File: src/rtl/tk1_spi_flash_reader_pkg.sv
// Shared constants, state encoding and header byte selection
// for the tk1 SPI flash READ sequencer.
package tk1_spi_flash_reader_pkg;

    localparam logic [7:0] FLASH_CMD_READ = 8'h03;
    localparam logic [7:0] FLASH_DUMMY    = 8'h00;

    typedef enum logic [3:0] {
        ST_IDLE      = 4'd0,
        ST_SS_ON     = 4'd1,
        ST_LOAD      = 4'd2,
        ST_START     = 4'd3,
        ST_WAIT_BUSY = 4'd4,
        ST_WAIT_DONE = 4'd5,
        ST_NEXT      = 4'd6,
        ST_OUT       = 4'd7,
        ST_SS_OFF    = 4'd8,
        ST_DONE      = 4'd9
    } state_e;

    // Index 0 is the command, 1..3 the address MSB first, 4 the data phase.
    function automatic logic [7:0] hdr_byte(
        input logic [2:0]  idx,
        input logic [23:0] addr,
        input logic [7:0]  cmd
    );
        logic [7:0] b;
        case (idx)
            3'd0:    b = cmd;
            3'd1:    b = addr[23:16];
            3'd2:    b = addr[15:8];
            3'd3:    b = addr[7:0];
            default: b = FLASH_DUMMY;
        endcase
        return b;
    endfunction

endpackage

File: src/rtl/tk1_spi_flash_reader.sv
// Drives tk1_spi_master through one W25Q80DV READ per request:
// SS on, cmd + 24-bit address, len dummy bytes, stream rx bytes out.
module tk1_spi_flash_reader
    import tk1_spi_flash_reader_pkg::*;
#(
    parameter logic [7:0] CMD_READ = FLASH_CMD_READ,
    parameter int         LEN_W    = 12
) (
    input  logic             clk,
    input  logic             reset,
    input  logic             req,
    input  logic [23:0]      req_addr,
    input  logic [LEN_W-1:0] req_len,
    input  logic             abort,
    output logic             busy,
    output logic             done,
    output logic [7:0]       rd_data,
    output logic             rd_vld,
    input  logic             rd_rdy,
    output logic             spi_enable,
    output logic             spi_enable_vld,
    output logic             spi_start,
    output logic [7:0]       spi_tx_data,
    output logic             spi_tx_data_vld,
    input  logic [7:0]       spi_rx_data,
    input  logic             spi_ready
);

    state_e           state_q, state_d;
    logic [2:0]       idx_q, idx_d;
    logic [LEN_W-1:0] rem_q, rem_d;
    logic [23:0]      addr_q, addr_d;
    logic             abort_q, abort_d;
    logic             busy_q, busy_d;
    logic             done_q, done_d;
    logic [7:0]       rd_data_q, rd_data_d;
    logic             rd_vld_q, rd_vld_d;
    logic             en_q, en_d;
    logic             en_vld_q, en_vld_d;
    logic             start_q, start_d;
    logic [7:0]       tx_q, tx_d;
    logic             tx_vld_q, tx_vld_d;

    always_comb begin
        state_d   = state_q;
        idx_d     = idx_q;
        rem_d     = rem_q;
        addr_d    = addr_q;
        abort_d   = abort_q;
        busy_d    = busy_q;
        rd_data_d = rd_data_q;
        rd_vld_d  = rd_vld_q;
        en_d      = en_q;
        tx_d      = tx_q;
        done_d    = 1'b0;
        en_vld_d  = 1'b0;
        start_d   = 1'b0;
        tx_vld_d  = 1'b0;
        case (state_q)
            ST_IDLE: begin
                if (req) begin
                    busy_d  = 1'b1;
                    addr_d  = req_addr;
                    rem_d   = req_len;
                    idx_d   = 3'd0;
                    abort_d = 1'b0;
                    if (req_len == '0) begin
                        state_d = ST_DONE;
                        done_d  = 1'b1;
                    end else begin
                        state_d  = ST_SS_ON;
                        en_d     = 1'b1;
                        en_vld_d = 1'b1;
                    end
                end
            end
            ST_SS_ON, ST_LOAD: begin
                if (abort) begin
                    state_d  = ST_SS_OFF;
                    en_d     = 1'b0;
                    en_vld_d = 1'b1;
                end else if (state_q == ST_SS_ON) begin
                    state_d  = ST_LOAD;
                    tx_d     = hdr_byte(idx_q, addr_q, CMD_READ);
                    tx_vld_d = 1'b1;
                end else if (spi_ready) begin
                    state_d = ST_START;
                    start_d = 1'b1;
                end
            end
            // A started byte is always allowed to finish before SS drops.
            ST_START: begin
                abort_d = abort_q | abort;
                state_d = ST_WAIT_BUSY;
            end
            ST_WAIT_BUSY: begin
                abort_d = abort_q | abort;
                if (!spi_ready) state_d = ST_WAIT_DONE;
            end
            ST_WAIT_DONE: begin
                abort_d = abort_q | abort;
                if (spi_ready) begin
                    if (abort_q | abort) begin
                        state_d  = ST_SS_OFF;
                        en_d     = 1'b0;
                        en_vld_d = 1'b1;
                    end else begin
                        state_d = ST_NEXT;
                    end
                end
            end
            ST_NEXT: begin
                if (abort) begin
                    state_d  = ST_SS_OFF;
                    en_d     = 1'b0;
                    en_vld_d = 1'b1;
                end else if (idx_q != 3'd4) begin
                    idx_d    = idx_q + 3'd1;
                    state_d  = ST_LOAD;
                    tx_d     = hdr_byte(idx_q + 3'd1, addr_q, CMD_READ);
                    tx_vld_d = 1'b1;
                end else begin
                    state_d   = ST_OUT;
                    rd_data_d = spi_rx_data;
                    rd_vld_d  = 1'b1;
                end
            end
            ST_OUT: begin
                if (abort) begin
                    rd_vld_d = 1'b0;
                    state_d  = ST_SS_OFF;
                    en_d     = 1'b0;
                    en_vld_d = 1'b1;
                end else if (rd_rdy) begin
                    rd_vld_d = 1'b0;
                    if (rem_q != '0) rem_d = rem_q - LEN_W'(1);
                    if (rem_q > LEN_W'(1)) begin
                        state_d  = ST_LOAD;
                        tx_d     = FLASH_DUMMY;
                        tx_vld_d = 1'b1;
                    end else begin
                        state_d  = ST_SS_OFF;
                        en_d     = 1'b0;
                        en_vld_d = 1'b1;
                    end
                end
            end
            ST_SS_OFF: begin
                state_d = ST_DONE;
                done_d  = 1'b1;
            end
            ST_DONE: begin
                state_d = ST_IDLE;
                busy_d  = 1'b0;
                abort_d = 1'b0;
            end
            default: state_d = ST_IDLE;
        endcase
    end

    always_ff @(posedge clk) begin
        if (reset) begin
            state_q   <= ST_IDLE;
            idx_q     <= '0;
            rem_q     <= '0;
            addr_q    <= '0;
            abort_q   <= 1'b0;
            busy_q    <= 1'b0;
            done_q    <= 1'b0;
            rd_data_q <= '0;
            rd_vld_q  <= 1'b0;
            en_q      <= 1'b0;
            en_vld_q  <= 1'b0;
            start_q   <= 1'b0;
            tx_q      <= '0;
            tx_vld_q  <= 1'b0;
        end else begin
            state_q   <= state_d;
            idx_q     <= idx_d;
            rem_q     <= rem_d;
            addr_q    <= addr_d;
            abort_q   <= abort_d;
            busy_q    <= busy_d;
            done_q    <= done_d;
            rd_data_q <= rd_data_d;
            rd_vld_q  <= rd_vld_d;
            en_q      <= en_d;
            en_vld_q  <= en_vld_d;
            start_q   <= start_d;
            tx_q      <= tx_d;
            tx_vld_q  <= tx_vld_d;
        end
    end

    assign busy            = busy_q;
    assign done            = done_q;
    assign rd_data         = rd_data_q;
    assign rd_vld          = rd_vld_q;
    assign spi_enable      = en_q;
    assign spi_enable_vld  = en_vld_q;
    assign spi_start       = start_q;
    assign spi_tx_data     = tx_q;
    assign spi_tx_data_vld = tx_vld_q;

endmodule

File: config.mk
export PLATFORM = sky130hd
export DESIGN_NAME = tk1_spi_flash_reader
export DESIGN_NICKNAME = d
export VERILOG_FILES = /design/src/rtl/tk1_spi_flash_reader_pkg.sv /design/src/rtl/tk1_spi_flash_reader.sv
export SDC_FILE = /design/constraint.sdc
export NUM_CORES = 1
export LEC_CHECK = 0
export ABC_AREA = 1
export CORE_ASPECT_RATIO = 0.75
export CORE_MARGIN = 1.5
export CORE_UTILIZATION = 35
export DETAILED_ROUTE_END_ITERATION = 6
export MAX_ROUTING_LAYER = met4
export SLEW_MARGIN = 40
export SYNTH_ARGS = -nofsm -noshare
export SYNTH_HDL_FRONTEND = slang
export SYNTH_SLANG_ARGS = --single-unit
File: constraint.sdc
create_clock -name clk -period 2.3 [get_ports clk]
set_clock_uncertainty 0.2 [all_clocks]
set_input_delay 0.23 -clock clk [delete_from_list [all_inputs] [get_ports clk]]
set_output_delay 0.23 -clock clk [all_outputs]
set_load 0.02 [all_outputs]
==> flow_summary.toml, run 1 <==
[status]
outcome = "finished, final reports clean"

[place]
dp_cells = 772
placed_area_um2 = 4533
portBuffers = 72
gp_congestion = 0.9123
dp_hpwl_um = 7786
pre_cts_slack_ps = 267.1

[routing]
vias = 3901
via_per_inst = 4.951
routedWlPerCell_um = 13.43
post-route-drc-count = 0
dr.pass1.iters = 5
wl_um = 10590
drt-initial-drc-count = 333
ant_nets = 0

[floorplanning]
die_area_um2 = 11200
boundaryPins = 73
initial_core_util_pct = 35.94
die_h_um = 92.03
fp-row-count = 32
coreArea_um2 = 10290
die_w_um = 121.7

[global_routing]
grt_start_max_net_pins = 39
grt_pass1_vias = 3750
grt_antenna_before_repair = 0
grt_pass1_wl_um = 17580
overflow = 0
grt_use_total_pct = 20.31

[logic_synthesis]
ys_ff_latch = 67
synth_commonest_cells = "nand2_1 (157), nor2_1 (88), dfxtp_1 (67)"
syn_inst = 575
seq_area_frac_synth_pct = 36.27
avgSynthCellArea_um2 = 6.432
syn_area_um2 = 3699
syn_nets = 635
synth_edf_count = 0
synth_area_leader_cell = "dfxtp_1"
yosys-top-cells-area = "dfxtp_1 (36%), nand2_1 (16%), nor2_1 (8.9%), o21ai_0 (7.4%), a21oi_1 (6.8%)"
yosys.area.top_type_share_pct = 36.27
ys.flop_type = "dfxtp_1"
synthArstFlopShare_pct = 0
yosys_warnings = 0
yosysMostFrequentCell = "nand2_1"
synth_cell_type_count = 38

[timing]
period_minus_slack_ps = 2108
final.setup.tns_ps = 0
timing.fmax_mhz = 474.5
worst_pin_slew_ps = 582.2
hold_ws_ps = 258.0
finalHoldViolations = 0
slew-limit-headroom_pct = 60.83
slew_violations = 0
setup_ws_ps = 192.3
setup_viol = 0
rsz0062_at_grt = "false"
fin_crit_sh_pct = 91.64

[cts]
cts_setup_buffers = 0
cts.hold.buffers_added = 0
clkLatencyLatePin_ps = 330
cts.sinks = 67
cts_buffers = 9
htreeDepth = 3
cts_tree = "built"
ctsResizeCount = 0
clock_path_buffers = 2
clock_tree.root_cell = "clkbuf_16"
cts.reportedPaths.clkPinSlew_ps = 60

[finish]
antenna_cells = 0
drive_above_1_share_pct = 6.748
nNetsFinal = 707
final_util_pct = 47.23
areaGrowthSynthToFinish_pct = 31.39
fillers = 1057
layoutNonFillerInstCount = 788
fin_area_um2 = 4860

[setup_path]
cp.required_ps = 2370
end_kind = "flop"
cp_data_arrival_time_ps = 2180
crit_fanout = 7
worst_setup_path_start_kind = "flop"
path_class = "flop to flop"

[power_and_ir_drop]
p_per_area_nw_per_um2 = 825.9
peakVddDrop_mv = 0.3482
p_leak_nw = 2.078
power_mw = 4.014

[job]
drv_cap = 0

[worst_hold_path]
hold_class = "input port to flop"
[power by group]
| part | switching (mW) | internal, mW | total, mW |
|---|---|---|---|
| Clock | 0.529 | 0.980 | 1.51 |
| Sequential | 0.103 | 1.31 | 1.41 |
| Combinational | 0.672 | 0.424 | 1.10 |
| Total | 1.30 | 2.71 | 4.01 |
[cell families (layout without fill, tap and decap cells)]
kind of cell | after synthesis | after routing | share of synthesized area (%)
AO/OA/AOI/OAI | 119 | 119 | 17.15
XOR/XNOR | 2 | 2 | 0.4737
adder cells (fa/ha/maj) | 10 | 10 | 3.383
flip-flops | 67 | 67 | 36.27
AND/OR/NAND/NOR | 293 | 293 | 32.88
buffers and inverters | 84 | 161 | 9.844
[worst max-delay path: stages, from the launching register on]
cell     delay (ps)
dfxtp_1         370
ha_1            220
ha_1            350
nand2_1          90
inv_1           210
nand2_1          70
o21ai_0          90
a21oi_1          60
o21ai_0         240
nor2_1           70
nor2_1           90
[registers in the layout, indices dropped and copies added (netlist names), 3 cells and up]
register     count
rem_q           12
addr_q          24
spi_tx_data      8
rd_data          8
state_q          4
idx_q            3
[area by class of cell]
type | count | area, um2 | area share, %
flip-flops and latches | 67 | 1341 | 27.60
repair buffers | 80 | 780.7 | 16.07
clock inverters | 6 | 87.58 | 1.802
multi-input cells | 424 | 1993 | 41.01
well taps | 136 | 170.2 | 3.502
clock buffers | 10 | 239.0 | 4.918
inverters | 65 | 247.7 | 5.098
[placed cells by master, fill, tap and decap left out, types with 2 or more instances in the layout]
master             n
o211ai_1           2
nor2_1            88
nand3_4            2
nand3_1           26
ha_1              10
inv_2              6
nor4_1             2
o21ai_1            2
a21oi_1           50
nor2_2             2
inv_1             56
nand4_1            3
nand2_1          157
clkinv_2           3
o21ai_0           55
buf_4              8
o221ai_1           3
nand2_2            5
clkdlybuf4s50_1   72
dfxtp_1           67
bufinv_16          2
o2111ai_1          3
clkbuf_16          9
nand3b_1           2
xor2_1             2
[routing by layer]
| layer | wire length, um | global-route usage [%] |
|---|---|---|
| met1 | 5017 | 26.03 |
| met2 | 4597 | 31.59 |
| met3 | 780 | 5.162 |
| met4 | 191 | 5.980 |
| met5 | 0 | - |
[final timing paths]
path	from	to	slack, ps	cells after the start
setup / recovery	idx_q[1]$_SDFFE_PP0P_	spi_tx_data[7]$_SDFFE_PP0P_	190	10
hold / removal	req_addr[11]	addr_q[11]$_SDFFE_PP0P_	260	3
setup reg to reg	idx_q[1]$_SDFFE_PP0P_	spi_tx_data[7]$_SDFFE_PP0P_	190	10
hold reg to reg	spi_enable$_SDFFE_PP0P_	spi_enable$_SDFFE_PP0P_	280	2
(Power assumes the default switching activity.)
==> inputs of run 2 (changes only) <==
Settings changed: CORE_ASPECT_RATIO 0.75 to not set, SETUP_SLACK_MARGIN set to 0.02.
==> flow_summary.toml, run 2 (synthesis results as in run 1) <==
[status]
outcome = "finished, final reports clean"

[place]
portBuffers = 72
pre_cts_slack_ps = 211.2
dp_hpwl_um = 7604
dp_cells = 772
gp_congestion = 0.9678

[timing]
rsz0062_at_grt = "false"
timing.fmax_mhz = 491.7
final.setup.tns_ps = 0
hold_ws_ps = 234.3
finalHoldViolations = 0
slew-limit-headroom_pct = 62.78
worst_pin_slew_ps = 553.1
fin_crit_sh_pct = 88.42
setup_viol = 0
setup_ws_ps = 266.4
period_minus_slack_ps = 2034
slew_violations = 0

[floorplanning]
die_area_um2 = 11190
initial_core_util_pct = 35.99
die_w_um = 105.8
coreArea_um2 = 10280
boundaryPins = 73
die_h_um = 105.8
fp-row-count = 37

[routing]
via_per_inst = 4.867
post-route-drc-count = 0
routedWlPerCell_um = 13.18
wl_um = 10380
vias = 3835
dr.pass1.iters = 4
drt-initial-drc-count = 163
ant_nets = 0

[worst_hold_path]
hold_class = "input port to flop"
hold_path_end = "addr_q[6]$_SDFFE_PP0P_"
whs_path_depth = 3
min_from = "req_addr[6]"

[setup_path]
reg2reg_to = "state_q[1]$_SDFFE_PP0P_"
path_class = "flop to flop"
crit_fanout = 16
cp_data_arrival_time_ps = 2070
cp.required_ps = 2330
rr_startpoint = "state_q[1]$_SDFFE_PP0P_"
worst_setup_path_start_kind = "flop"
reg2reg_depth = 9
end_kind = "flop"
reg2reg_slack_ps = 270

[global_routing]
grt_pass1_vias = 3830
overflow = 0
grt_pass1_wl_um = 17770
grt_use_total_pct = 20.28
grt_antenna_before_repair = 0
grt_start_max_net_pins = 39

[cts]
clock_tree.root_cell = "clkbuf_8"
cts.hold.buffers_added = 0
cts_buffers = 9
ctsResizeCount = 0
htreeDepth = 3
clock_path_buffers = 2
cts_tree = "built"
cts_setup_buffers = 0
cts.sinks = 67
cts.reportedPaths.clkPinSlew_ps = 80
clkLatencyLatePin_ps = 350

[finish]
final_util_pct = 46.13
fillers = 1086
layout_commonest_cell = "nand2_1"
areaGrowthSynthToFinish_pct = 28.18
drive_above_1_share_pct = 6.748
top_regs = "addr_q x24, rem_q x12"
nNetsFinal = 707
antenna_cells = 0
layoutNonFillerInstCount = 788
largest_register_ffs = 24
final_cell_mix = "nand2_1 (157), nor2_1 (88), clkdlybuf4s50_1 (72), dfxtp_1 (67), inv_1 (56)"
top_register = "addr_q"

[job]
drv_cap = 0

[power_and_ir_drop]
peakVddDrop_mv = 0.3857
p_per_area_nw_per_um2 = 744.0
p_leak_nw = 2.017
==> run 2: final cells by class <==
cell class	instances	area, um2	share of cell area (%)
flip-flops and latches	67	1341	28.29
multi-input cells	424	1993	42.04
clock inverters	7	83.83	1.768
well taps	136	170.2	3.589
repair buffers	80	780.7	16.47
inverters	65	247.7	5.226
clock buffers	9	123.9	2.613
==> run 2: worst max-delay path by stage <==
stage / startpoint / cells past startpoint / slack [ps] / to
global route: state_q[1]$_SDFFE_PP0P_ / 9 / 70 / state_q[1]$_SDFFE_PP0P_
floorplan: idx_q[1]$_SDFFE_PP0P_ / 9 / 510 / spi_tx_data[5]$_SDFFE_PP0P_
CTS: state_q[2]$_SDFFE_PP0P_ / 9 / 260 / state_q[1]$_SDFFE_PP0P_
detailed placement: abort / 10 / 210 / state_q[2]$_SDFFE_PP0P_
finish: state_q[1]$_SDFFE_PP0P_ / 9 / 270 / state_q[1]$_SDFFE_PP0P_
global placement: abort / 10 / 230 / state_q[3]$_SDFFE_PP0P_
==> run 2: per-layer routing <==
layer  global-route usage [%]  wire (um)  vias up
met1                    23.15       4641     1741
met5                        -          0        -
met3                    3.958        549       20
met4                    7.915        180        0
met2                    34.97       5011       89
li1                         -          -     1985
==> run 2: report_power, final <==
part	switching, mW	total, mW	internal, mW
logic	0.658	1.08	0.424
clock network	0.524	1.04	0.519
registers	0.0985	1.40	1.30
total	1.28	3.53	2.25
==> run 2: stage by stage <==
step | instance area (um2) | power (mW)
6_report | 4741 | 3.527
5_1_grt | 4741 | 3.781
4_1_cts | 4741 | 3.567
3_5_place_dp | 4533 | 2.508
3_3_place_gp | 4533 | 2.500
2_1_floorplan | 3699 | 2.159
==> run 2: worst max-delay path, cell delays in order (launching register included) <==
cell and delay (ps):
dfxtp_1 400, nand2_1 130, nor2_4 330, nand2_1 170
nand2_1 100, inv_1 50, o21ai_0 130, nor2_1 160
a21oi_1 190, nor2_1 50
